==> src/rtl/divisor_ctrl_pkg.sv <==
// divisor_ctrl_pkg: shared state encoding and constants for the keypad divider controller
package divisor_ctrl_pkg;
    typedef enum logic [2:0] {
        S_A_HI, S_A_LO, S_B_HI, S_B_LO, S_START, S_WAIT, S_RESULT, S_ERR
    } state_t;
    localparam int TIMEOUT_DEFAULT = 1024;
    localparam logic [15:0] ERR_DISP = 16'hEEEE;
    function automatic logic [3:0] blank_of(input state_t s);
        return s == S_A_HI ? 4'b1111 :
               s == S_A_LO ? 4'b0111 :
               s == S_B_HI ? 4'b0011 :
               s == S_B_LO ? 4'b0001 : 4'b0000;
    endfunction
endpackage

==> src/rtl/div_timeout_counter.sv <==
// div_timeout_counter: counts enabled cycles from 0 and flags the last allowed cycle
module div_timeout_counter #(
    parameter int LIMIT = 1024
) (
    input  logic clk,
    input  logic rst,
    input  logic clear,
    input  logic enable,
    output logic expired
);
    localparam int W = $clog2(LIMIT) + 1;
    logic [W-1:0] count;
    always_ff @(posedge clk) begin
        if (rst || clear) count <= '0;
        else if (enable)  count <= count + 1'b1;
    end
    assign expired = count == W'(LIMIT - 1);
endmodule

==> src/rtl/divisor_seq_ctrl.sv <==
// divisor_seq_ctrl: collects two hex-keyed bytes, runs an external divider, displays the result
module divisor_seq_ctrl
    import divisor_ctrl_pkg::*;
#(
    parameter int TIMEOUT_CYCLES = TIMEOUT_DEFAULT
) (
    input  logic        clk,
    input  logic        rst,
    input  logic        key_valid,
    input  logic [3:0]  key_code,
    output logic        div_start,
    output logic [7:0]  div_a,
    output logic [7:0]  div_b,
    input  logic        div_done,
    input  logic [7:0]  div_q,
    input  logic [7:0]  div_r,
    output logic [15:0] disp_value,
    output logic [3:0]  disp_blank,
    output logic        busy,
    output logic        err
);
    state_t     state, state_n;
    logic [7:0] a, b, q, r, a_n, b_n, q_n, r_n;
    logic       expired;

    div_timeout_counter #(.LIMIT(TIMEOUT_CYCLES)) u_timeout (
        .clk    (clk),
        .rst    (rst),
        .clear  (state != S_WAIT),
        .enable (state == S_WAIT),
        .expired(expired)
    );

    always_comb begin
        state_n = state;
        a_n = a;
        b_n = b;
        q_n = q;
        r_n = r;
        case (state)
            S_A_HI, S_RESULT, S_ERR: if (key_valid) begin
                a_n = {key_code, 4'h0};
                b_n = 8'h00;
                state_n = S_A_LO;
            end
            S_A_LO: if (key_valid) begin
                a_n[3:0] = key_code;
                state_n = S_B_HI;
            end
            S_B_HI: if (key_valid) begin
                b_n[7:4] = key_code;
                state_n = S_B_LO;
            end
            S_B_LO: if (key_valid) begin
                b_n[3:0] = key_code;
                state_n = b_n == 8'h00 ? S_ERR : S_START;
            end
            S_START: state_n = S_WAIT;
            S_WAIT: if (div_done) begin
                q_n = div_q;
                r_n = div_r;
                state_n = S_RESULT;
            end else if (expired) begin
                state_n = S_ERR;
            end
            default: state_n = S_A_HI;
        endcase
    end

    // Outputs are registered from next-state values so they track the current state
    always_ff @(posedge clk) begin
        if (rst) begin
            state <= S_A_HI;
            a <= '0;
            b <= '0;
            q <= '0;
            r <= '0;
            div_start <= 1'b0;
            div_a <= '0;
            div_b <= '0;
            disp_value <= '0;
            disp_blank <= 4'b1111;
            busy <= 1'b0;
            err <= 1'b0;
        end else begin
            state <= state_n;
            a <= a_n;
            b <= b_n;
            q <= q_n;
            r <= r_n;
            div_start <= state_n == S_START;
            div_a <= a_n;
            div_b <= b_n;
            disp_value <= state_n == S_ERR ? ERR_DISP : state_n == S_RESULT ? {q_n, r_n} : {a_n, b_n};
            disp_blank <= blank_of(state_n);
            busy <= state_n == S_START || state_n == S_WAIT;
            err <= state_n == S_ERR;
        end
    end
endmodule

==> config.mk <==
export PLATFORM = sky130hd
export DESIGN_NAME = divisor_seq_ctrl
export DESIGN_NICKNAME = d
export VERILOG_FILES = /design/src/rtl/divisor_ctrl_pkg.sv /design/src/rtl/div_timeout_counter.sv /design/src/rtl/divisor_seq_ctrl.sv
export SDC_FILE = /design/constraint.sdc
export NUM_CORES = 1
export LEC_CHECK = 0
export CORE_MARGIN = 2
export CORE_UTILIZATION = 65
export DETAILED_ROUTE_END_ITERATION = 10
export DONT_BUFFER_PORTS = 1
export PLACE_DENSITY = 0.81
export SYNTH_ARGS = -nofsm -noshare
export SYNTH_HDL_FRONTEND = slang
export SYNTH_SLANG_ARGS = --single-unit
==> constraint.sdc <==
create_clock -name clk -period 4.51 [get_ports clk]
set_clock_uncertainty 0.2 [all_clocks]
set_input_delay 1.1275 -clock clk [delete_from_list [all_inputs] [get_ports clk]]
set_output_delay 1.1275 -clock clk [all_outputs]
set_load 0.05 [all_outputs]
Word level (Yosys, flattened, before mapping)

Index checks and enable logic that the tools add are counted.

Logic and storage cells: 65
Input bits: 24
Register bits after elaboration: 69
Output and inout bits: 39

Eq/ne operators: 16
Multiplexer cells: 24
Reductions and logical operators: 10
$add $sub $neg: 1

Operators with widths:

| kind                                                               | count |
|---|---|
| 8-bit 2-to-1 mux                                                   | 6 |
| 16-bit 2-to-1 mux                                                  | 2 |
| 3-bit == test (second input constant)                              | 8 |
| 4-bit case mux with 2 select lines                                 | 3 |
| 3-bit 2-to-1 mux                                                   | 6 |
| 3-bit case mux with 6 select lines                                 | 1 |
| 4-bit 2-to-1 mux                                                   | 4 |
| 3-bit by 2-bit == test with 1-bit output (second input constant)   | 4 |
| 11-bit by 1-bit adder with 11-bit output (second input constant)   | 1 |
| 11-bit by 10-bit == test with 1-bit output (second input constant) | 1 |
| 8-bit logical NOT                                                  | 1 |
| 3-bit by 1-bit == test with 1-bit output (second input constant)   | 2 |
| 3-bit logical NOT                                                  | 2 |
| 3-bit OR reduction                                                 | 2 |
| 2-bit OR reduction                                                 | 2 |
| 4-bit OR reduction                                                 | 1 |
| 3-bit inequality test (second input constant)                      | 1 |
| 1-bit logical OR                                                   | 2 |
| 2-bit 2-to-1 mux                                                   | 1 |
| 1-bit 2-to-1 mux                                                   | 1 |

Depth between registers and ports, before layout

Depth after elaboration: 7
Mapped depth: 10
Gate-level depth less buffers: 8

Cells and area by module

From an unflattened synthesis, not the netlist that was laid out.

Cell total of the unflattened synthesis: 321
Area total of the unflattened synthesis: 2825.2 µm²

By module, submodules not included:

| module              | cells an instance | area each (µm²) | seq. area each (µm²) | times used |
|---|---|---|---|---|
| divisor_seq_ctrl    | 263               | 2321.0          | 1161.1               | 1 |
| div_timeout_counter | 58                | 504.2           | 220.2                | 1 |

Worst setup path before layout

OpenSTA, ideal clock, no wires.

Kind: in2reg
Start point: input key_valid
End point: register disp_value[0]
Stages on the path: 7
Data required time: 4.189 ns
Buffers on the path: 2
Arrival time: 2.329 ns
Setup time: 0.121 ns
Path slack: 1.859 ns
Cells stage by stage: buf_4 -> nor2b_1 -> o21ai_1 -> a31oi_2 -> o211a_1 -> buf_6 -> mux2_4

Word-level cells in the longest chain between the ends: 4
Elaborated cells between the ends (all ways): 12
Those cells by class: 2 x eq/ne; 9 x mux; 1 x reduce/logical

Ends and longest elaborated chain:

| element                                                 | RTL line               | RTL |
|---|---|---|
| start: declaration                                      | divisor_seq_ctrl.sv:9  | `input logic key_valid,` |
| 3-bit 2-to-1 mux, on equally long branches              | n/a                    |  |
| 3-bit case mux with 6 select lines                      | divisor_seq_ctrl.sv:40 | `case (state)` |
| 3-bit == test                                           | divisor_seq_ctrl.sv:94 | `disp_value <= state_n == S_ERR ? ERR_DISP : state_n == S_RESULT ? {q_n, r_n} : {a_n, b_n};` |
| 16-bit 2-to-1 mux or 2-bit OR reduction (tied branches) | n/a                    |  |
| end signal: assignment                                  | divisor_seq_ctrl.sv:94 |  |
| end: declaration                                        | divisor_seq_ctrl.sv:17 | `output logic [15:0] disp_value,` |

Several ways; a longest one is shown, not always the timed one.
A chain may end at the register's enable or synchronous reset.

Worst setup path after layout

Start point: register state[1]
End point: register disp_value[12]

Word-level cells in the longest chain between the ends: 5
Elaborated cells between the ends (all ways): 22
Those cells by class: 9 x eq/ne; 10 x mux; 3 x reduce/logical

Ends and longest elaborated chain:

| element                                                 | RTL line                                       | RTL |
|---|---|---|
| start: declaration                                      | divisor_seq_ctrl.sv:22                         | `state_t state, state_n;` |
| start signal: assignment                                | divisor_seq_ctrl.sv:86                         | `state <= state_n;` |
| 3-bit == test, or another cell as far along             | divisor_seq_ctrl.sv:40                         |  |
| 3-bit OR reduction or 3-bit 2-to-1 mux (tied branches)  | divisor_seq_ctrl.sv:40, divisor_seq_ctrl.sv:59 |  |
| 3-bit case mux with 6 select lines                      | divisor_seq_ctrl.sv:40                         |  |
| 3-bit == test                                           | divisor_seq_ctrl.sv:94                         |  |
| 16-bit 2-to-1 mux or 2-bit OR reduction (tied branches) | n/a                                            |  |

Several ways; a longest one is shown, not always the timed one.

==> impl_metrics.py <==
metrics = {
    "synthesis": {
        "ys_seq_elements": 69,
        "yosysWarnings": 0,
        "ys_seq_area_share_pct": 45.7,
        "ys_types": 51,
        "synth_top_area_cell": "dfxtp_1",
        "synth_async_sr_flop_share_pct": 0,
        "syn_inst": 303,
        "synth_xor_area_share_pct": 2.61,
        "synth-adder-area-share_pct": 0.828,
        "netlist_top_cells_area": "dfxtp_1 (46%), mux2i_1 (6.6%), a32oi_2 (5.4%)",
        "synthSimpleGateAreaFrac_pct": 17.7,
        "syn_area_per_cell_um2": 9.98,
        "synth_top_family_by_area": "simple AND/OR/NAND/NOR gates",
        "synth_compound_area_share_pct": 17.5,
        "synthMuxAreaShare_pct": 8.61,
        "synth_top_area_share_pct": 45.7,
        "syn_nets": 329,
        "synth-edff-count": 0,
        "syn_area_um2": 3020,
        "synth_most_common_cell": "dfxtp_1",
        "synth_commonest_cells": "dfxtp_1 (69), nor2_1 (38), mux2i_1 (20)",
        "synth_top_flop_cell": "dfxtp_1",
    },
    "sta": {
        "worst_slew_pin_slew_ps": 790,
        "slew_viol_final": 0,
        "fmax_ghz": 0.300,
        "fin_ws_ps": 1180,
        "relSlewSlack_pct": 47.3,
        "rsz0062_at_grt": "no",
        "holdWs_ps": 245,
        "finalSetupTns_ps": 0,
        "setup_viol": 0,
        "hold_violations": 0,
        "min_period_over_period_pct": 73.8,
        "min_period_ps": 3330,
    },
    "clock_network": {
        "hold_buffers": 0,
        "clk_path_buf_depth": 2,
        "cts_made_buffers": 9,
        "clk_pin_slew_worst_paths_ps": 70,
        "cts.repair.resized": 0,
        "cts_tree": "done",
        "cts_setup_buffers": 0,
        "clkLatencyLatePin_ps": 350,
        "clkSinkCount": 69,
        "cts-root-buf": "clkbuf_8",
        "htree_levels": 3,
    },
    "power": {
        "p_switching_mw": 0.311,
        "vdd_drop_max_uv": 311,
        "seq_power_share_pct": 53.7,
        "leakage_nw": 1.43,
        "internal_power_mw": 0.948,
        "power.share.clock_pct": 41.3,
        "power.density_nw_per_um2": 397,
        "power_frac_comb_pct": 5.0,
        "swShare_pct": 24.7,
    },
    "critical_path": {
        "cp.arrival_ps": 3360,
        "cp-end-kind": "flop",
        "rr_worst_depth": 7,
        "r2r-start": "state[1]",
        "reg2reg_to": "disp_value[12]",
        "start_kind": "flop",
        "critPathKind": "flop to flop",
        "critical_path_required_ps": 4540,
        "path_max_fanout": 20,
        "r2r_slack_ps": 1180,
    },
    "layout": {
        "drive_above_1_share_pct": 13.6,
        "final_nets": 323,
        "n_fill_cell": 342,
        "syn_to_final_growth_pct": 4.93,
        "antenna_cells": 0,
    },
    "route": {
        "wl_mm": 5.75,
        "wl_per_cell_um": 16.3,
        "drt-initial-drc-count": 99,
        "drc": 0,
        "via_per_inst": 5.97,
        "dr.pass1.iters": 5,
        "vias": 2114,
        "ant_nets": 0,
    },
    "global_routing": {
        "antenna_found_initial": 0,
        "grt_max_degree": 29,
        "grt_usage_pct": 23.9,
        "grt_pass1_vias": 2115,
        "grt_pass1_wl_mm": 9.64,
        "gr-total-overflow": 0,
    },
    "die": {
        "ioPinCount": 63,
        "start_util_pct": 68.5,
        "fp.dieArea_um2": 5210,
        "core_um2": 4410,
        "die_w_um": 72.2,
        "rows": 24,
        "die_h_um": 72.2,
    },
    "placement": {
        "dp_slack_ps": 1260,
        "io_buffers": 0,
        "place_congestion": 0.782,
        "dp_hpwl_mm": 4.04,
    },
    "worst_hold_path": {
        "worstHoldPathType": "flop to flop",
        "min_path_cells": 1,
        "hold_path.startpoint": "u_timeout.count[0]",
        "min_to": "u_timeout.count[0]",
    },
    "run": {
        "cap_violations": 0,
    },
    "run_status": {
        "status": "complete, no violations",
    },
}
-- cell type report --
class	count	area (um2)	area share (%)
inverters	19	71.3	2.25
repair buffers	2	15.0	0.473
clock buffers	13	169	5.33
multi-input cells	196	1430	45.0
well taps	52	65.1	2.05
clock inverters	3	42.5	1.34
flip-flops and latches	69	1380	43.6
-- cells in the final DEF (no fill, tap or decap), types with 3 or more instances in the layout --
cell type,Yosys,layout
dfxtp_1,69,69
nor2_1,38,38
mux2i_1,20,20
inv_1,17,17
nand2_1,13,13
clkbuf_8,0,12
and2_1,11,11
a32oi_2,10,10
a22oi_1,9,9
a21oi_1,8,8
o21ai_0,8,7
nand3_1,6,6
and3_1,5,5
or2_1,5,5
xor2_1,5,5
nand2b_1,4,4
a32o_1,4,4
mux2_4,4,4
xnor2_1,4,4
and4_1,3,3
a21o_1,3,3
-- per-stage QoR --
stage	instances	area (um2)	power, mW	util (%)
final	354	3170	1.26	71.9
after global routing	354	3170	1.30	71.9
after CTS	354	3170	1.27	71.9
after detailed placement	338	2960	0.752	67.1
after global placement	338	2960	0.751	67.1
after floorplan	303	3020	0.749	-
-- flip-flops by register name (all words and copies together), names as in the netlist --
| signal | cells |
|---|---|
| a | 8 |
| disp_value | 16 |
| r | 8 |
| disp_blank | 4 |
| b | 8 |
| u_timeout.count | 11 |
| err | 1 |
| div_start | 1 |
| q | 8 |
| state | 3 |
| busy | 1 |
-- worst max-delay path by stage --
stage | from | end | cells past startpoint
2_1_floorplan | key_valid | disp_value[0] | 7
3_3_place_gp | state[1] | disp_value[8] | 7
3_5_place_dp | state[1] | disp_value[8] | 7
4_1_cts | state[1] | disp_value[12] | 7
5_1_grt | state[1] | disp_value[8] | 7
6_report | state[1] | disp_value[12] | 7
-- cell families (layout without fill, tap and decap cells) --
| kind of cell | Yosys count | in the layout |
|---|---|---|
| AO/OA/AOI/OAI | 59 | 59 |
| XOR/XNOR | 9 | 9 |
| adder cells (fa/ha/maj) | 2 | 2 |
| AND/OR/NAND/NOR | 102 | 102 |
| multiplexers | 24 | 24 |
| buffers and inverters | 38 | 37 |
| flip-flops | 69 | 69 |
-- routing by layer --
layer | up-vias | part of all wire, % | global-route usage [%]
met5 | - | 0 | 0
met4 | 0 | 2.4 | 9.43
met3 | 12 | 6.8 | 8.06
met2 | 62 | 49 | 39.8
met1 | 989 | 41 | 28.5
li1 | 1051 | - | -
-- power by group through the flow --
| stage | sequential, mW | combinational (mW) | clock [mW] |
|---|---|---|---|
| 6_report | 0.675 | 0.0635 | 0.520 |
| 5_1_grt | 0.677 | 0.0707 | 0.556 |
| 4_1_cts | 0.675 | 0.0637 | 0.528 |
| 3_5_place_dp | 0.689 | 0.0630 | 0 |
| 3_3_place_gp | 0.689 | 0.0617 | 0 |
| 2_1_floorplan | 0.679 | 0.0699 | 0 |
-- worst max-delay path, stage by stage, from the launching register on --
cell     delay (ps)
dfxtp_1         740
inv_2           190
ha_1            420
nor2b_1         240
o21ai_1         100
a31oi_2         260
o211a_1         710
mux2_4          350
(Power assumes the default switching activity.)
==> RTL change 1 (same flow settings) <==
Re-encode `state_t` (8 states) as Gray code, 3 bits wide.
--- a/src/rtl/divisor_ctrl_pkg.sv
+++ b/src/rtl/divisor_ctrl_pkg.sv
@@ -1,7 +1,7 @@
 // divisor_ctrl_pkg: shared state encoding and constants for the keypad divider controller
 package divisor_ctrl_pkg;
     typedef enum logic [2:0] {
-        S_A_HI, S_A_LO, S_B_HI, S_B_LO, S_START, S_WAIT, S_RESULT, S_ERR
+        S_A_HI = 3'b000, S_A_LO = 3'b001, S_B_HI = 3'b011, S_B_LO = 3'b010, S_START = 3'b110, S_WAIT = 3'b111, S_RESULT = 3'b101, S_ERR = 3'b100
     } state_t;
     localparam int TIMEOUT_DEFAULT = 1024;
     localparam logic [15:0] ERR_DISP = 16'hEEEE;
Behaviour: same outputs for any inputs over 10 cycles, from zero or initial values and one cycle with rst high; not proved beyond that.
==> RTL change 1 against the original RTL <==
- synthesized area is 14% lower
- final area is 14% lower
- critical path type is now primary input to register
- critical endpoint is now disp_value[2]
- setup slack better by 0.78 ns
- sequential cell count stayed put
- register-to-register slack better by 1.0 ns
- maximum frequency is 31% higher
- total power is 0.58% higher
- wire length is 11% lower
==> RTL change 1: results (changes against the original RTL) <==
metric;value;unit;change
1st-iter DRT viols;105;;+6.1%
CTS H-tree lvls;3;;unchanged
GRT Total Usage;0.252;;+0.0126
IO buf count;0;;unchanged
CTS max path bufs;2;;unchanged
WP data arrival;2.59;ns;-0.77 ns
final net count;282;;-13%
Syn. warnings;0;;unchanged
total CTS buffers;9;;unchanged
post-synth cell types;40;;-22%
Setup Buffers After CTS;0;;unchanged
Crit Path Max Fanout;12;;-40%
ys flop type;dfxtp_1;;
Detailed Route WL;5130;um;-11%
Worst-Margin Slew;0.811;ns;+0.0202 ns
initial antenna violation count;0;;unchanged
number of global-route vias before repair;1687;;-20%
DR pass1 iterations;4;;-1
DR WL met3;515;um;+31%
CTS root buf;clkbuf_8;;
Via density;5.89;;-1.3%
routability congestion estimate;0.854;;+9.2%
outcome;finished clean;;
Met2 Wirelength;2340;um;-18%
Worst Setup SP;key_code[2];;
first-pass GRT wire length;8230;um;-15%
leak pwr;1.00;nW;-30%
Clock transition at path regs;0.07;ns;about the same
sequential share of the synthesized area;0.531;;+0.0738
largest net degree at the start of global routing;37;;+28%
Top Layer Used;met4;;
Final Hold Fails;0;;unchanged
Post-Route M1 WL;2180;um;-8.3%
hpwl dp;3480;um;-14%
commonest cells in the netlist;dfxtp_1, nor2_1, nand2_1;;
share of cells above drive strength 1;0.149;;+0.0131
R2R Path Start;state[1];;
antenna diode count;0;;unchanged
cts repair resizes;0;;unchanged
clock network latency to the later pin of the worst-skew pair;0.34;ns;
asr flop ratio synth;0;;unchanged
largest cells by area after synthesis;dfxtp_1, nor2_1, nand2_1;;
HP Class;register to register;;
top flop regs;disp_value (16), u_timeout.count (11);;
post-place setup slack;1.60;ns;+0.345 ns
DP Area;2540;um2;-14%
hold path start;r[6];;
Peak supply drop;283;uV;-8.9%
RTL change 1: worst paths after layout:
kind | endpoint | slack [ns] | cells after the start
max | disp_value[2] | 1.96 | 5
min | r[6] | 0.25 | 2
max reg2reg | disp_value[4] | 2.18 | 4
min reg2reg | r[6] | 0.25 | 2
RTL change 1: layout make-up:
| class | count | area [um2] |
|---|---|---|
| flip-flops and latches | 69 | 1380 |
| multi-input cells | 172 | 1080 |
| fillers | 299 | 1030 |
| clock buffers | 13 | 159 |
| well taps | 48 | 60.1 |
| clock inverters | 3 | 20.0 |
| inverters | 5 | 18.8 |
RTL change 1: per-layer routing:
layer  vias up  GRT usage
met5         -          0
met4         0      0.133
met3        11     0.0950
met2        66      0.374
met1       858      0.318
li1        892          -
RTL change 1: metrics by stage:
| stage | hold WS [ns] | std cells |
|---|---|---|
| 4_1_cts | 0.255 | 310 |
| 2_1_floorplan | 0.218 | 259 |
| 3_5_place_dp | 0.246 | 294 |
| 6_report | 0.253 | 310 |
| 5_1_grt | 0.268 | 310 |
| 3_3_place_gp | 0.231 | 294 |
RTL change 1: worst max-delay path, stage by stage:
cell	delay [ns]
nor4_1	0.28
nand3_1	0.17
a32oi_4	0.38
nand3_2	0.31
o22a_2	0.33
RTL change 1: logic make-up (layout without fill, tap and decap cells):
logic type / count (synthesis) / after routing / synth area share
buf+inv: 18 / 21 / 0.0558
flops: 69 / 69 / 0.531
compound gates: 56 / 56 / 0.172
mux: 8 / 8 / 0.0308
simple gates: 99 / 99 / 0.179
fa+ha+maj: 1 / 1 / 0.00481
xor+xnor: 8 / 8 / 0.0269
RTL change 1: where the power goes:
part	internal, W	switching, W	leakage [nW]
clock	0.000229	0.000213	0.0857
sequential	0.000638	0.000107	0.561
combinational	0.0000349	0.0000434	0.356
total	0.000902	0.000364	1.00
==> RTL change 2 (same settings) <==
Made on the original files. Change the package constant `TIMEOUT_DEFAULT` from 1024 to 512.
--- a/src/rtl/divisor_ctrl_pkg.sv
+++ b/src/rtl/divisor_ctrl_pkg.sv
@@ -3,7 +3,7 @@
     typedef enum logic [2:0] {
         S_A_HI, S_A_LO, S_B_HI, S_B_LO, S_START, S_WAIT, S_RESULT, S_ERR
     } state_t;
-    localparam int TIMEOUT_DEFAULT = 1024;
+    localparam int TIMEOUT_DEFAULT = 512;
     localparam logic [15:0] ERR_DISP = 16'hEEEE;
     function automatic logic [3:0] blank_of(input state_t s);
         return s == S_A_HI ? 4'b1111 :
Behaviour: same outputs for any inputs over 10 cycles, from zero or initial values and one cycle with rst high; that may be too few to reach the edited logic, so the function may still have changed.
==> RTL change 2 against the original RTL <==
- synthesized cell count shrank 4.0%
- maximum frequency grew 0.89%
- combinational power grew 28%
- final area shrank 8.0%
- non-clock buffer count is the same
- synthesized area shrank 8.7%
- sequential share of layout area grew 3.1 points
- wire length shrank 0.16%
- setup slack gained 0.029 ns
- total power shrank 2.1%
- sequential cell count shrank 1
- via count shrank 4.0%
- critical endpoint is now disp_value[11]
==> RTL change 2: results (changes against the original RTL) <==
metric;value;unit;change
largest cells by area after synthesis;dfxtp_1, mux2i_1, nor2_1;;
routability congestion estimate;0.870;;+11%
WP data arrival;3.33;ns;-0.03 ns
number of global-route vias before repair;1938;;-8.4%
share of cells above drive strength 1;0.0865;;-0.0493
first-pass GRT wire length;9450;um;-1.9%
Peak supply drop;295;uV;-4.9%
final net count;311;;-3.7%
1st-iter DRT viols;84;;-15%
largest net degree at the start of global routing;38;;+31%
DP Area;2730;um2;-7.9%
reg2reg setup slack;1.21;ns;+0.03 ns
Via density;5.99;;+0.23%
Post-Route M1 WL;2610;um;+9.6%
max incr delay on CP;0.65;ns;-0.09 ns
commonest cells in the netlist;dfxtp_1, nor2_1, nand2_1;;
Detailed Route WL;5740;um;-0.16%
hpwl dp;4000;um;-0.84%
DR WL met3;348;um;-11%
relative slew slack;0.537;;+0.0636
Met2 Wirelength;2660;um;-6.6%
leak pwr;1.22;nW;-14%
sequential share of the synthesized area;0.493;;+0.0365
Crit Path Max Fanout;19;;-5.0%
CTS H-tree lvls;3;;unchanged
top flop regs;disp_value (16), u_timeout.count (10);;
outcome;finished clean;;
post-synth cell types;47;;-7.8%
Post-Syn Nets;317;;-3.6%
GRT Total Usage;0.248;;+0.00925
RTL change 2: cell count changes after synthesis, moves of 5 or more:
cell     unedited run  this run
inv_1              17         4
and2_1             11         5
nand3_1             6        11
nor2_1             38        44
nand2_1            13        24
or2_1               5         0
a22o_1              2         9
and3_1              5         0
a32oi_2            10         0
RTL change 2: logic make-up after synthesis:
| family | synth area share |
|---|---|
| buffers and inverters | 0.0472 |
| XOR/XNOR | 0.0222 |
| flip-flops | 0.493 |
| AO/OA/AOI/OAI | 0.127 |
| adder cells (fa/ha/maj) | 0.00907 |
| multiplexers | 0.0766 |
| AND/OR/NAND/NOR | 0.224 |
RTL change 2: path summary, 6_finish.rpt:
check                                         from                 end  cells past startpoint
worst min-delay path            u_timeout.count[0]  u_timeout.count[0]                      1
worst min register to register  u_timeout.count[0]  u_timeout.count[0]                      1
worst max-delay path                      state[1]      disp_value[11]                      7
worst max register to register            state[1]      disp_value[11]                      7
RTL change 2: per-stage QoR:
| stage | setup slack, ns | hold WS (ns) | instances | power, W |
|---|---|---|---|---|
| after floorplan | 1.80 | 0.218 | 291 | 0.000760 |
| after global placement | 1.38 | 0.230 | 324 | 0.000764 |
| after detailed placement | 1.25 | 0.250 | 324 | 0.000767 |
| after CTS | 1.24 | 0.257 | 339 | 0.00124 |
| after global routing | 0.950 | 0.274 | 339 | 0.00128 |
| final | 1.21 | 0.253 | 339 | 0.00123 |
RTL change 2: worst max-delay path: cells and delay by family, from the launching register on:
family	cells	cell delay [ns]
flip-flops	1	0.65
AO/OA/AOI/OAI	3	1.16
buffers and inverters	1	0.15
adder cells (fa/ha/maj)	1	0.43
AND/OR/NAND/NOR	2	0.59
RTL change 2: routing by layer:
layer	up-vias	track usage
met5	-	0
met4	0	0.124
met3	12	0.0687
met2	58	0.379
met1	953	0.323
li1	1006	-
RTL change 2: cell type report:
| cell class | instances | area (um2) |
|---|---|---|
| clock inverter | 4 | 50.0 |
| tap | 50 | 62.6 |
| inverter | 5 | 18.8 |
| clock buffer | 11 | 141 |
| timing repair buffer | 2 | 15.0 |
| multi-input combinational | 199 | 1270 |
| sequential | 68 | 1360 |
| fill | 323 | 1110 |
RTL change 2: where the power goes:
group | switching [W] | total (W) | internal, W | leakage [nW]
clock network | 0.000211 | 0.000478 | 0.000266 | 0.0914
logic | 0.0000508 | 0.0000811 | 0.0000303 | 0.579
registers | 0.0000583 | 0.000673 | 0.000615 | 0.550
total | 0.000321 | 0.00123 | 0.000912 | 1.22
